File: config.mk
export PLATFORM = sky130hd
export DESIGN_NAME = pa_elastic_pipe_flat
export DESIGN_NICKNAME = d
export VERILOG_FILES = /design/src/rtl/pa_elastic_pipe_if.sv /design/src/rtl/pa_elastic_pipe.sv /design/src/flat_wrapper.sv
export SDC_FILE = /design/constraint.sdc
export NUM_CORES = 1
export LEC_CHECK = 0
export BUFFER_PORTS_ARGS = -buffer_cell sky130_fd_sc_hd__buf_4
export CORE_ASPECT_RATIO = 0.75
export CORE_MARGIN = 4
export CORE_UTILIZATION = 48
export CTS_BUF_LIST = sky130_fd_sc_hd__clkbuf_2 sky130_fd_sc_hd__clkbuf_4 sky130_fd_sc_hd__clkbuf_8
export CTS_CLUSTER_DIAMETER = 150
export DETAILED_ROUTE_END_ITERATION = 10
export PLACE_DENSITY = 0.87
export SETUP_SLACK_MARGIN = 0.15
export SLEW_MARGIN = 20
export SYNTH_ARGS = -nofsm -noshare
export SYNTH_HDL_FRONTEND = slang
export SYNTH_SLANG_ARGS = --single-unit
File: constraint.sdc
create_clock -name clk -period 1.6 [get_ports clk]
set_input_delay 0.24 -clock clk [delete_from_list [all_inputs] [get_ports clk]]
set_output_delay 0.24 -clock clk [all_outputs]
set_load 0.05 [all_outputs]
File: src/rtl/pa_elastic_pipe_if.sv
// Valid/ready stream bundle for pa_elastic_pipe.
// slave = the pipe, master = whatever drives and drains it.
interface pa_elastic_pipe_if #(
  parameter int WIDTH = 32
);
  logic             in_valid;
  logic             in_ready;
  logic [WIDTH-1:0] in_data;
  logic             out_valid;
  logic             out_ready;
  logic [WIDTH-1:0] out_data;

  modport slave (
    input  in_valid, in_data, out_ready,
    output in_ready, out_valid, out_data
  );

  modport master (
    output in_valid, in_data, out_ready,
    input  in_ready, out_valid, out_data
  );
endinterface

File: src/rtl/pa_elastic_pipe.sv
// Elastic DEPTH-stage valid/ready pipe with flush,
// optional input skid entry and occupancy count.
module pa_elastic_pipe #(
  parameter  int WIDTH = 32,
  parameter  int DEPTH = 1,
  parameter  int SKID  = 0,
  localparam int CNT_W = $clog2(DEPTH + 2)
) (
  input  logic               clk,
  input  logic               rst_n,
  input  logic               flush,
  pa_elastic_pipe_if.slave   io,
  output logic [CNT_W-1:0]   occupancy
);

  logic [DEPTH-1:0] v;
  logic [WIDTH-1:0] d [DEPTH];
  logic [DEPTH-1:0] rdy;
  logic             src_v;
  logic [WIDTH-1:0] src_d;
  logic             acc;
  logic             pop;

  assign acc = io.in_valid & io.in_ready;
  assign pop = io.out_valid & io.out_ready;

  assign io.out_valid = v[DEPTH-1];
  assign io.out_data  = d[DEPTH-1];

  for (genvar i = 0; i < DEPTH; i++) begin : g_stg
    logic             pv;
    logic [WIDTH-1:0] pd;
    logic             sv;
    logic [WIDTH-1:0] sd;

    // a stage can move if any stage from here to the output
    // has a hole, or the consumer takes the last one
    assign rdy[i] = io.out_ready | ~(&v[DEPTH-1:i]);

    if (i == 0) begin : g_head
      assign pv = src_v;
      assign pd = src_d;
    end else begin : g_body
      assign pv = v[i-1];
      assign pd = d[i-1];
    end

    // stage register: load from predecessor when free to advance
    always_ff @(posedge clk) begin
      if (!rst_n) begin
        sv <= 1'b0;
        sd <= '0;
      end else if (flush) begin
        sv <= 1'b0;
      end else if (rdy[i]) begin
        sv <= pv;
        if (pv) sd <= pd;
      end
    end

    assign v[i] = sv;
    assign d[i] = sd;
  end

  if (SKID != 0) begin : g_skid
    logic             skid_v;
    logic [WIDTH-1:0] skid_d;

    assign io.in_ready = ~skid_v & ~flush & rst_n;
    assign src_v       = skid_v | acc;
    assign src_d       = skid_v ? skid_d : io.in_data;

    // park an accept that stage 0 cannot take; drain when it frees
    always_ff @(posedge clk) begin
      if (!rst_n) begin
        skid_v <= 1'b0;
        skid_d <= '0;
      end else if (flush) begin
        skid_v <= 1'b0;
      end else if (acc && !rdy[0]) begin
        skid_v <= 1'b1;
        skid_d <= io.in_data;
      end else if (skid_v && rdy[0]) begin
        skid_v <= 1'b0;
      end
    end
  end else begin : g_noskid
    assign io.in_ready = rdy[0] & ~flush & rst_n;
    assign src_v       = acc;
    assign src_d       = io.in_data;
  end

  // held-entry count: +1 per accept, -1 per pop
  always_ff @(posedge clk) begin
    if (!rst_n) begin
      occupancy <= '0;
    end else if (flush) begin
      occupancy <= '0;
    end else begin
      occupancy <= occupancy + CNT_W'(acc) - CNT_W'(pop);
    end
  end

endmodule

File: src/flat_wrapper.sv
// flat-port wrapper written by rule: the top's interface ports become plain ports
module pa_elastic_pipe_flat 
#(
  parameter  int WIDTH = 32,
  parameter  int DEPTH = 1,
  parameter  int SKID  = 0,
  localparam int CNT_W = $clog2(DEPTH + 2)
)
  (clk, rst_n, flush, occupancy, io_in_valid, io_in_data, io_out_ready, io_in_ready, io_out_valid, io_out_data);
  pa_elastic_pipe_if #(.WIDTH(WIDTH)) io_i ();
  input  logic clk;
  input  logic rst_n;
  input  logic flush;
  output logic [CNT_W-1:0] occupancy;
  input wire logic [$bits(io_i.in_valid)-1:0] io_in_valid;
  input wire logic [$bits(io_i.in_data)-1:0] io_in_data;
  input wire logic [$bits(io_i.out_ready)-1:0] io_out_ready;
  output wire logic [$bits(io_i.in_ready)-1:0] io_in_ready;
  output wire logic [$bits(io_i.out_valid)-1:0] io_out_valid;
  output wire logic [$bits(io_i.out_data)-1:0] io_out_data;
  assign io_i.in_valid = io_in_valid;
  assign io_i.in_data = io_in_data;
  assign io_i.out_ready = io_out_ready;
  assign io_in_ready = io_i.in_ready;
  assign io_out_valid = io_i.out_valid;
  assign io_out_data = io_i.out_data;
  pa_elastic_pipe #(.WIDTH(WIDTH), .DEPTH(DEPTH), .SKID(SKID)) u_core (.clk(clk), .rst_n(rst_n), .flush(flush), .io(io_i), .occupancy(occupancy));
endmodule
# Word-level counts from Yosys, hierarchy flattened
# Index checks and enable logic that the tools add are counted.
[op_classes] n_addsub=2 bitwise_logic=8 reduce_logical=2
[op_table] op="bitwise AND 1 bit" count=4
[op_table] op="inverter 1 bit" count=3
[op_table] op="AND reduction 3 bit" count=1
[op_table] op="adder 2 x 1 -> 2 bit" count=1
[op_table] op="OR reduction 2 bit" count=1
[op_table] op="subtractor 2 x 1 -> 2 bit" count=1
[op_table] op="OR 1 bit" count=1
[word_totals] ff_bits=35 output_inout_bits=36 wordCells=15

# Longest topological paths before layout
# Gate-level depths: netlist of run 1.
[logic_depth] word_depth=7 depth_mapped=6 depth_no_buf=5

# Worst setup path after synthesis of run 1
# Ideal clock, no wire load.
[synth_path] path_type="reg-to-reg" startpoint="reg u_core.g_stg[0].sv, in the netlist u_core.io.out_valid" endpoint="reg u_core.occupancy[1]" setup_ps=126 arrival_ps=1543 path_slack_ps=-69 stages_incl_launch_ff=6 n_path_buf=0 cell_sequence="dfxtp_1 > and2_1 > ha_1 > nand2b_1 > o211ai_1 > o31ai_2"
[synth_via] elab_chain_len=7 elab_cells_between_ends=8
[synth_lines] element="start, declared" line="pa_elastic_pipe.sv:33" rtl="logic sv;"
[synth_lines] element="start signal, assigned" line="pa_elastic_pipe.sv:56" rtl="sv <= pv;"
[synth_lines] element="inverter 1 bit" line="pa_elastic_pipe.sv:38" rtl="assign rdy[i] = io.out_ready | ~(&v[DEPTH-1:i]);"
[synth_lines] element="OR 1 bit" line="pa_elastic_pipe.sv:38"
[synth_lines] element="bitwise AND 1 bit (2 in series)" line="pa_elastic_pipe.sv:88" rtl="assign io.in_ready = rdy[0] & ~flush & rst_n;"
[synth_lines] element="bitwise AND 1 bit" line="pa_elastic_pipe.sv:24" rtl="assign acc = io.in_valid & io.in_ready;"
[synth_lines] element="adder 2 x 1 -> 2 bit" line="pa_elastic_pipe.sv:100" rtl="occupancy <= occupancy + CNT_W'(acc) - CNT_W'(pop);"
[synth_lines] element="subtractor 2 x 1 -> 2 bit (*)" line="pa_elastic_pipe.sv:100"
[synth_lines] element="end signal, assigned" line="pa_elastic_pipe.sv:100"
[synth_lines] element="end, declared" line="pa_elastic_pipe.sv:13" rtl="output logic [CNT_W-1:0] occupancy"
# Every way passes the cells marked *; elsewhere a longest branch is shown, timed or not.
# A chain may end at the register's enable or synchronous reset.

# Worst setup path after layout of run 1
[layout_path] startpoint="reg u_core.g_stg[0].sv, in the netlist u_core.io.out_valid" endpoint="out io_in_ready"
[layout_via] elab_chain_len=4
[layout_lines] element="inverter 1 bit" line="pa_elastic_pipe.sv:38"
[layout_lines] element="OR 1 bit" line="pa_elastic_pipe.sv:38"
[layout_lines] element="bitwise AND 1 bit (2 in series)" line="pa_elastic_pipe.sv:88"
[layout_lines] element="end, declared" line="flat_wrapper.sv:18" rtl="output wire logic [$bits(io_i.in_ready)-1:0] io_in_ready;"
# No other way between the ends.

==> flow_metrics.py, run 1 <==
metrics = {
    "timing": {
        "hold_viol_final": 0,
        "max_slew_margin_pct": 77.9,
        "tns_ns": 0,
        "layout_setup_ws_ns": 0.219,
        "final-max-slew-violation-count": 0,
        "finClkSkew_ns": 0.00420,
        "worstMarginPinSlew_ns": 0.332,
        "fin_crit_sh_pct": 86.3,
        "post-route-min-period_ns": 1.38,
        "achievable-frequency_mhz": 724,
        "setup_violations": 0,
        "rsz_0062_raised_after_global_routing": "false",
    },
    "global_route": {
        "largest_net_degree_at_the_start_of_global_routing": 33,
        "via_count_of_the_first_global_routing_pass": 1379,
        "antenna_violations_before_repair": 0,
        "wire_length_of_the_first_global_routing_pass_mm": 6.40,
        "grt.overflow.total": 0,
        "gr_usage_total_pct": 19.0,
    },
    "power_and_ir_drop": {
        "power_switching_share_pct": 31.0,
        "internal-power_uw": 1390,
        "comb_power_share_pct": 23.3,
        "vdd.ir_drop.worst_uv": 808,
        "power.sequential.fraction_pct": 47.0,
        "p_leak_uw": 0.000953,
        "powerDensity_nw_per_um2": 925,
        "power_spent_charging_and_discharging_nets_uw": 622,
        "total_power_uw": 2010,
        "clock_power_share_pct": 29.6,
    },
    "route": {
        "totalWireLength_mm": 3.93,
        "post-route-drc-count": 0,
        "detail-route-antenna-nets": 0,
        "detail_route.first_pass.iterations": 4,
        "wire_per_inst_um": 14.4,
        "detailroute.via_count": 1477,
        "post_drt_via_cell_ratio": 5.43,
        "drt-initial-drc-count": 46,
    },
    "synth": {
        "synth.mux.area_fraction_pct": 0,
        "synthesis.nets": 204,
        "netlist_area_um2": 1560,
        "yosys.cell_types.count": 24,
        "synthSimpleGateAreaFrac_pct": 25.2,
        "count_of_flip_flops_with_a_built_in_enable_after_synthesis": 0,
        "synth_compound_area_share_pct": 19.9,
        "combinational_family_with_the_most_area_after_synthesis": "simple AND/OR/NAND/NOR gates",
        "async_reset_ff_share_pct": 0,
        "yosys.area_share.adder_pct": 0.801,
        "yosysWarningCount": 0,
        "dominantRegCellSynth": "dfxtp_1",
        "synth.ff_latch_count": 35,
        "synth_xor_area_share_pct": 0.560,
        "synthCells": 166,
        "avgSynthCellArea_um2": 9.41,
        "ys_seq_area_share_pct": 44.8,
    },
    "placement": {
        "dp.final_hpwl_mm": 2.89,
        "pre_cts_ws_ns": 0.197,
        "numPortBuffers": 72,
        "gpl.final_weighted_congestion": 0.731,
        "post_place_instance_area_um2": 2090,
    },
    "clock_network": {
        "cts_setup_buffers": 0,
        "cts_root_buf": "clkbuf_8",
        "cts_max_path_buffers": 2,
        "clkTransAtPathRegs_ns": 0.07,
        "tritoncts": "yes",
        "cts-resized-gates": 0,
        "tritoncts.num_buffers": 5,
        "hold_buffers": 0,
        "tritoncts_num_sinks": 35,
        "insertion_delay_ns": 0.28,
        "cts_max_level": 2,
    },
    "die": {
        "die_width_um": 73.9,
        "core_um2": 3020,
        "floorplan.die_area_um2": 4240,
        "effective_utilization_at_floorplan_pct": 51.7,
        "placement_rows": 17,
        "io_pins": 73,
        "die_height_um": 57.4,
    },
    "worst_setup_path": {
        "timing.setup.critical_path_class": "register to output port",
        "required_ns": 1.36,
        "critical_path.startpoint_type": "register",
        "timing.critical_path.arrival_ns": 1.14,
        "cp_max_fo": 14,
        "endpoint_kind": "output port",
        "ff2ff_setup_slack_ns": 0.25,
    },
    "layout": {
        "num-nets-final": 271,
        "post-route-util_pct": 71.9,
        "antenna_cells_inserted": 0,
        "finalInstanceArea_um2": 2170,
        "synth_to_final_area_change_pct": 38.9,
        "drive_above_1_share_pct": 53.4,
    },
    "job": {
        "max_cap_viol_count": 0,
    },
    "status": {
        "status": "finished clean",
    },
    "worst_hold_path": {
        "timing.hold.worst.class": "input pin to register",
    },
}
-- state kept, by name, summed over array words and instances (netlist names) --
signal,count
u_core.occupancy,2
u_core.io.out_data,32
u_core.io.out_valid,1
-- cell families after synthesis --
logic type | Yosys count
fa+ha+maj | 1
compound gates | 37
flops | 35
buf+inv | 20
simple gates | 72
xor+xnor | 1
-- cells in the final DEF, fill, tap and decap left out --
cell type and n:
nand2_1 32, nand4_1 32, clkinv_2 3, and3_4 1, o211ai_1 1, nand2b_1 1
ha_1 1, o31ai_2 1, dfxtp_2 2, o21ai_1 1, o21a_1 1, nand2b_4 1
o21ai_0 2, and2_1 1, and2_2 1, nor2b_4 1, o21ai_2 30, dfxtp_1 33
nor2b_1 1, buf_12 1, clkbuf_8 5, nand3_2 1, buf_4 78, a21oi_1 1
xor2_1 1, inv_1 1
-- metal layers --
metal  part of all wire, %  track usage (%)  vias to the layer above
li1                      -                -                      730
met1                    43             25.2                      709
met2                    50             30.8                       34
met3                   5.7             4.93                        4
met4                  0.53             4.39                        0
met5                     0                0                        -
-- worst max-delay path, stage by stage (launching register included) --
cell and delay, ns:
dfxtp_2 0.36, nand2b_4 0.12, and2_2 0.19, buf_4 0.18
-- power by group through the flow --
stage,logic [uW],registers [uW],clock network (uW)
2_1_floorplan,146,1120,0
6_report,469,944,595
3_5_place_dp,471,963,0
3_3_place_gp,466,962,0
5_1_grt,494,949,656
4_1_cts,472,944,609
-- synthesized netlist by cell type (all sizes together), types with 2 or more instances --
| library cell | number | area, um2 |
|---|---|---|
| dfxtp | 35 | 701 |
| o21ai | 33 | 278 |
| nand2 | 32 | 120 |
| nand4 | 32 | 200 |
| buf | 13 | 110 |
| clkbuf | 6 | 22.5 |
| and2 | 2 | 12.5 |
| nand2b | 2 | 20.0 |
| nor2b | 2 | 20.0 |
-- final cells by class --
cell class	count	area (um2)
Fill cell	245	850
Multi-Input combinational cell	111	727
Sequential cell	35	703
Timing Repair Buffer	79	606
Clock buffer	5	68.8
Tap cell	38	47.5
Clock inverter	3	15.0
Inverter	1	3.75
-- stage by stage --
| stage | hold slack [ns] | std cells |
|---|---|---|
| 2_1_floorplan | 0.383 | 166 |
| 3_3_place_gp | 0.448 | 264 |
| 3_5_place_dp | 0.449 | 264 |
| 4_1_cts | 0.191 | 272 |
| 5_1_grt | 0.194 | 272 |
| 6_report | 0.198 | 272 |
-- final timing paths --
| path | cells past startpoint | to | startpoint |
|---|---|---|---|
| setup / recovery | 3 | io_in_ready | u_core.io.out_valid$_SDFFE_PP0P_ |
| setup reg to reg | 5 | u_core.occupancy[1]$_SDFF_PP0_ | u_core.io.out_valid$_SDFFE_PP0P_ |
| hold reg to reg | 2 | u_core.io.out_data[10]$_SDFFE_PN0P_ | u_core.io.out_data[10]$_SDFFE_PN0P_ |
| hold / removal | 3 | u_core.io.out_data[28]$_SDFFE_PN0P_ | io_in_data[28] |
Power figures use the tool's default switching activity.
==> inputs of run 2 (changes only) <==
CORE_ASPECT_RATIO = 1.2   (was 0.75)
==> run 2 against run 1 <==
Against the previous run:
- register-to-register slack lost 0.04 ns
- sequential cell count is the same
- maximum frequency shrank 0.26%
- worst setup slack got worse by 0.0036 ns
- sequential share of layout area rose by 0.21 points
- non-clock buffer count decreased by 1
- count of clock-buffer cells in the layout up 1
- sequential power about the same
- power down 5.5%
- die area shrank 0.14%
- critical path type unchanged
- critical endpoint unchanged
- highest routed layer unchanged
==> flow_metrics.py, run 2 (same netlist as run 1, synthesis figures left out) <==
metrics = {
    "status": {
        "status": "finished clean",
    },
    "clock_network": {
        "cts_setup_buffers": 0,
        "tritoncts.num_buffers": 5,
        "cts_root_buf": "clkbuf_4",
        "cts_max_level": 2,
        "cts_max_path_buffers": 2,
        "insertion_delay_ns": 0.33,
        "tritoncts": "yes",
        "clkTransAtPathRegs_ns": 0.11,
        "tritoncts_num_sinks": 35,
    },
    "route": {
        "detail_route.first_pass.iterations": 4,
        "totalWireLength_mm": 3.82,
        "detail-route-antenna-nets": 0,
        "drt-initial-drc-count": 47,
        "post_drt_via_cell_ratio": 5.46,
        "detailroute.via_count": 1463,
        "post-route-drc-count": 0,
        "wire_per_inst_um": 14.2,
    },
    "layout": {
        "highest_count_cells_in_the_layout_ignoring_fill_and_taps": "buf_4, dfxtp_1, nand2_1, nand4_1, o21ai_2",
        "antenna_cells_inserted": 0,
        "instances_no_fill": 268,
        "largest_register_ff_count": 32,
        "synth_to_final_area_change_pct": 38.5,
        "post-route-util_pct": 70.2,
        "num-nets-final": 270,
        "drive_above_1_share_pct": 53.0,
        "layout_commonest_cell": "buf_4",
    },
    "die": {
        "floorplan.die_area_um2": 4240,
        "placement_rows": 22,
        "effective_utilization_at_floorplan_pct": 50.7,
        "io_pins": 73,
        "die_width_um": 60.1,
        "die_height_um": 70.5,
        "core_um2": 3080,
    },
    "power_and_ir_drop": {
        "power_switching_share_pct": 31.7,
        "comb_power_share_pct": 24.9,
        "power.sequential.fraction_pct": 49.7,
        "vdd.ir_drop.worst_uv": 721,
        "power_spent_charging_and_discharging_nets_uw": 601,
        "internal-power_uw": 1300,
        "p_leak_uw": 0.000942,
        "powerDensity_nw_per_um2": 876,
        "clock_power_share_pct": 25.4,
        "total_power_uw": 1900,
    },
    "worst_setup_path": {
        "path_cells": "nand2b_4, and2_2, buf_6",
        "critical_path.startpoint_type": "register",
        "cp_max_fo": 10,
        "required_ns": 1.36,
        "cp_slowest_cell": "dfxtp_4",
        "endpoint_kind": "output port",
        "timing.setup.critical_path_class": "register to output port",
        "maximum_single_stage_delay_on_the_critical_path_ns": 0.38,
        "timing.critical_path.arrival_ns": 1.15,
    },
    "timing": {
        "post-route-min-period_ns": 1.39,
        "tns_ns": 0,
        "final-max-slew-violation-count": 0,
        "worstMarginPinSlew_ns": 0.322,
        "finClkSkew_ns": 0.0116,
        "max_slew_margin_pct": 78.6,
        "achievable-frequency_mhz": 722,
        "fin_crit_sh_pct": 86.6,
        "setup_violations": 0,
        "layout_setup_ws_ns": 0.215,
        "hold_viol_final": 0,
        "rsz_0062_raised_after_global_routing": "false",
    },
    "job": {
        "max_cap_viol_count": 0,
    },
    "placement": {
        "dp.final_hpwl_mm": 2.72,
        "dp_cells": 261,
        "pre_cts_ws_ns": 0.205,
        "gpl.final_weighted_congestion": 0.742,
        "numPortBuffers": 72,
    },
    "global_route": {
        "largest_net_degree_at_the_start_of_global_routing": 33,
        "antenna_violations_before_repair": 0,
        "grt.overflow.total": 0,
        "wire_length_of_the_first_global_routing_pass_mm": 6.26,
        "gr_usage_total_pct": 19.2,
        "via_count_of_the_first_global_routing_pass": 1431,
    },
    "worst_hold_path": {
        "timing.hold.worst.class": "input pin to register",
    },
}
-- run 2: cell count changes in the layout (fill, tap and decap cells not counted), moves of 2 or more --
cell	previous run	this run
clkbuf_4	0	5
buf_4	78	74
clkbuf_8	5	1
buf_12	1	3
clkinv_2	3	1
-- run 2: per-stage QoR --
stage	hold slack [ns]	area, um2
floorplan	0.383	1570
detailed placement	0.451	2100
finish	0.132	2160
global route	0.134	2160
global placement	0.446	2100
CTS	0.126	2160
-- run 2: path summary, 6_finish.rpt --
path,start,end,slack (ns),depth (start not counted)
hold / removal,io_in_data[18],u_core.io.out_data[18]$_SDFFE_PN0P_,0.13,3
setup / recovery,u_core.io.out_valid$_SDFFE_PP0P_,io_in_ready,0.21,3
setup reg to reg,u_core.io.out_valid$_SDFFE_PP0P_,u_core.occupancy[1]$_SDFF_PP0_,0.21,5
hold reg to reg,u_core.io.out_data[29]$_SDFFE_PN0P_,u_core.io.out_data[29]$_SDFFE_PN0P_,0.46,2
-- run 2: cell type report --
| cell class | count | area, um2 |
|---|---|---|
| Inverter | 1 | 3.75 |
| Tap cell | 36 | 45.0 |
| Multi-Input combinational cell | 111 | 727 |
| Fill cell | 265 | 918 |
| Clock inverter | 1 | 5.00 |
| Timing Repair Buffer | 78 | 627 |
| Sequential cell | 35 | 706 |
| Clock buffer | 6 | 51.3 |
-- run 2: critical path: cells and delay by family, from the launching register on --
family | cells | cell delay, ns
DFF | 1 | 0.38
and+or+nand+nor | 2 | 0.29
buffers and inverters | 1 | 0.15
-- run 2: power groups by stage --
stage / Combinational (uW) / Clock (uW) / Sequential, uW
floorplan: 146 / 0 / 1120
global placement: 470 / 0 / 963
detailed placement: 475 / 0 / 963
CTS: 476 / 495 / 944
global route: 502 / 533 / 949
finish: 473 / 482 / 942
-- run 2: what timing repair did --
action / CTS / global route
hold buffers: 0 / 0
endpoints found under the setup margin: 0 / 1
resized for setup: 0 / 2
-- run 2: routing by layer --
| layer | GRT usage [%] | share of wire (%) |
|---|---|---|
| met1 | 21.6 | 39 |
| met5 | 0 | 0 |
| met4 | 8.13 | 1.4 |
| met3 | 6.84 | 9.1 |
| met2 | 31.9 | 50 |
==> inputs of run 3 (changes only) <==
CORE_MARGIN = default   (was 4)
==> run 3 against run 2 <==
Against the previous run:
- register-to-register slack gained 0.04 ns
- global-route usage rose by 4.2 points
- maximum frequency is 3.1% higher
- via count fell by 1.8%
- first-iteration DRC count down 53%
- critical endpoint unchanged
- power shrank 0.20%
- utilization up 0.41 points
==> flow_metrics.py, run 3 (same netlist as run 1, synthesis figures left out) <==
metrics = {
    "clock_network": {
        "insertion_delay_ns": 0.33,
        "hold_buffers": 0,
        "cts_max_path_buffers": 2,
        "tritoncts.num_buffers": 5,
        "tritoncts": "yes",
        "cts_max_level": 2,
        "cts_root_buf": "clkbuf_4",
        "clkTransAtPathRegs_ns": 0.11,
        "tritoncts_num_sinks": 35,
    },
    "die": {
        "die_height_um": 64.5,
        "io_pins": 73,
        "effective_utilization_at_floorplan_pct": 50.7,
        "die_width_um": 54.1,
        "core_um2": 3080,
        "floorplan.die_area_um2": 3490,
        "placement_rows": 22,
    },
    "layout": {
        "finalInstanceArea_um2": 2180,
        "largest_register_ff_count": 32,
        "area_of_combinational_cells_with_multiple_inputs_um2": 739,
        "num-nets-final": 274,
        "layout_commonest_cell": "buf_4",
        "drive_above_1_share_pct": 54.4,
        "layout.area.seq_um2": 703,
        "fill_cells": 266,
        "highest_count_cells_in_the_layout_ignoring_fill_and_taps": "buf_4, dfxtp_1, nand2_1, nand4_1, o21ai_2",
        "synth_to_final_area_change_pct": 39.3,
        "antenna_cells_inserted": 0,
    },
    "power_and_ir_drop": {
        "p_leak_uw": 0.000951,
        "comb_power_share_pct": 24.9,
        "powerDensity_nw_per_um2": 870,
        "power_switching_share_pct": 32.4,
        "power_spent_charging_and_discharging_nets_uw": 614,
        "internal-power_uw": 1280,
        "vdd.ir_drop.worst_uv": 789,
        "clock_power_share_pct": 25.3,
        "power.sequential.fraction_pct": 49.8,
    },
    "route": {
        "drt-initial-drc-count": 22,
        "routedLengthMet1_mm": 1.50,
        "wl_met2_mm": 1.77,
        "wire_per_inst_um": 13.1,
        "detail-route-antenna-nets": 0,
        "post_drt_via_cell_ratio": 5.26,
        "post-route-drc-count": 0,
        "top_layer_used": "met4",
        "detail_route.first_pass.iterations": 4,
        "totalWireLength_mm": 3.59,
        "wl_met3_um": 250,
        "detailroute.via_count": 1436,
    },
    "placement": {
        "post_place_instance_area_um2": 2090,
        "dp.final_hpwl_mm": 2.52,
        "gpl.final_weighted_congestion": 0.721,
        "numPortBuffers": 72,
        "pre_cts_ws_ns": 0.169,
    },
    "worst_hold_path": {
        "timing.hold.worst.class": "input pin to register",
        "worstHoldEndpoint": "u_core.io.out_data[1]$_SDFFE_PN0P_",
        "min_path_cells": 3,
        "hold_start": "io_in_data[1]",
    },
    "worst_setup_path": {
        "maximum_single_stage_delay_on_the_critical_path_ns": 0.37,
        "ff2ff_setup_slack_ns": 0.26,
        "cp_slowest_cell": "dfxtp_2",
        "worstRegToRegCells": 5,
        "required_ns": 1.36,
        "critical_path.startpoint_type": "register",
        "path_cells": "nand2b_4, and2_2, buf_4",
        "cp_max_fo": 4,
        "timing.critical_path.arrival_ns": 1.10,
        "critical_path_buf_inv_count": 1,
        "timing.setup.critical_path_class": "register to output port",
        "worst_r2r_startpoint": "u_core.io.out_valid$_SDFFE_PP0P_",
        "rr_endpoint": "u_core.occupancy[1]$_SDFF_PP0_",
        "endpoint_kind": "output port",
        "cpLargestDelayFamily": "flip-flops",
    },
    "timing": {
        "worstMarginPinSlew_ns": 0.347,
        "layout_setup_ws_ns": 0.256,
        "hold_viol_final": 0,
        "max_slew_margin_pct": 76.9,
        "setup_violations": 0,
        "rsz_0062_raised_after_global_routing": "false",
        "achievable-frequency_mhz": 744,
        "post-route-min-period_ns": 1.34,
        "finClkSkew_ns": 0.0102,
        "fin_crit_sh_pct": 84.0,
        "final-max-slew-violation-count": 0,
        "tns_ns": 0,
    },
    "job": {
        "max_cap_viol_count": 0,
    },
    "global_route": {
        "gr_usage_total_pct": 23.4,
        "antenna_violations_before_repair": 0,
        "grt.overflow.total": 0,
        "via_count_of_the_first_global_routing_pass": 1371,
        "largest_net_degree_at_the_start_of_global_routing": 33,
        "wire_length_of_the_first_global_routing_pass_mm": 5.98,
    },
    "status": {
        "status": "finished clean",
    },
}
==> run 3: cell types whose count changed in the layout (fill, tap and decap cells not counted) <==
cell	delta
buf_12	-2
buf_4	+7
buf_6	-1
clkbuf_4	+1
clkbuf_8	-1
clkinvlp_4	+1
dfxtp_2	+1
dfxtp_4	-1
ha_1	-1
ha_4	+1
==> run 3: per-layer routing <==
| layer | vias to the layer above | track usage, % |
|---|---|---|
| met2 | 46 | 38.1 |
| li1 | 732 | - |
| met3 | 7 | 8.45 |
| met4 | 0 | 10.6 |
| met1 | 651 | 26.4 |
| met5 | - | 0 |
==> run 3: how the worst max path moves through the flow <==
stage          slack [ns]                        endpoint                              from  cells past startpoint
6_report             0.26                     io_in_ready  u_core.io.out_valid$_SDFFE_PP0P_                      3
5_1_grt              0.18  u_core.occupancy[1]$_SDFF_PP0_  u_core.io.out_valid$_SDFFE_PP0P_                      5
4_1_cts              0.20  u_core.occupancy[1]$_SDFF_PP0_  u_core.io.out_valid$_SDFFE_PP0P_                      5
3_5_place_dp         0.17  u_core.occupancy[1]$_SDFF_PP0_                      io_out_ready                      6
3_3_place_gp         0.23  u_core.occupancy[1]$_SDFF_PP0_                      io_out_ready                      6
2_1_floorplan        0.14  u_core.occupancy[1]$_SDFF_PP0_  u_core.io.out_valid$_SDFFE_PP0P_                      5
==> run 3: final cells by class <==
type,instances,share of cell area [%]
clock buffers,6,2.07
multi-input cells,111,34.0
well taps,36,2.07
clock inverters,2,0.575
inverters,1,0.172
repair buffers,82,28.9
flip-flops and latches,35,32.3
==> run 3: power groups by stage <==
stage	Clock [uW]	Combinational, uW	Sequential (uW)
after global placement	0	464	962
after floorplan	0	146	1120
after detailed placement	0	470	962
after CTS	493	472	943
final	479	472	942
after global routing	530	501	949
==> run 3: tightest hold or removal path, cell delays in order <==
cell and delay, ns:
buf_4 0.08, nand4_1 0.08, o21ai_2 0.06
==> run 3: per-stage QoR <==
stage / hold WS [ns] / total power [uW] / util (%) / instances
2_1_floorplan: 0.383 / 1270 / - / 166
3_3_place_gp: 0.447 / 1430 / 67.9 / 263
3_5_place_dp: 0.451 / 1430 / 67.9 / 263
4_1_cts: 0.132 / 1910 / 70.2 / 273
5_1_grt: 0.132 / 1980 / 70.6 / 273
6_report: 0.144 / 1890 / 70.6 / 273
==> run 3: repair_timing <==
action | 4_1_cts | 5_1_grt
buffers inserted | 2 | 0
endpoints found under the setup margin | 1 | 1
gates resized for setup | 0 | 1
pin swaps | 0 | 1
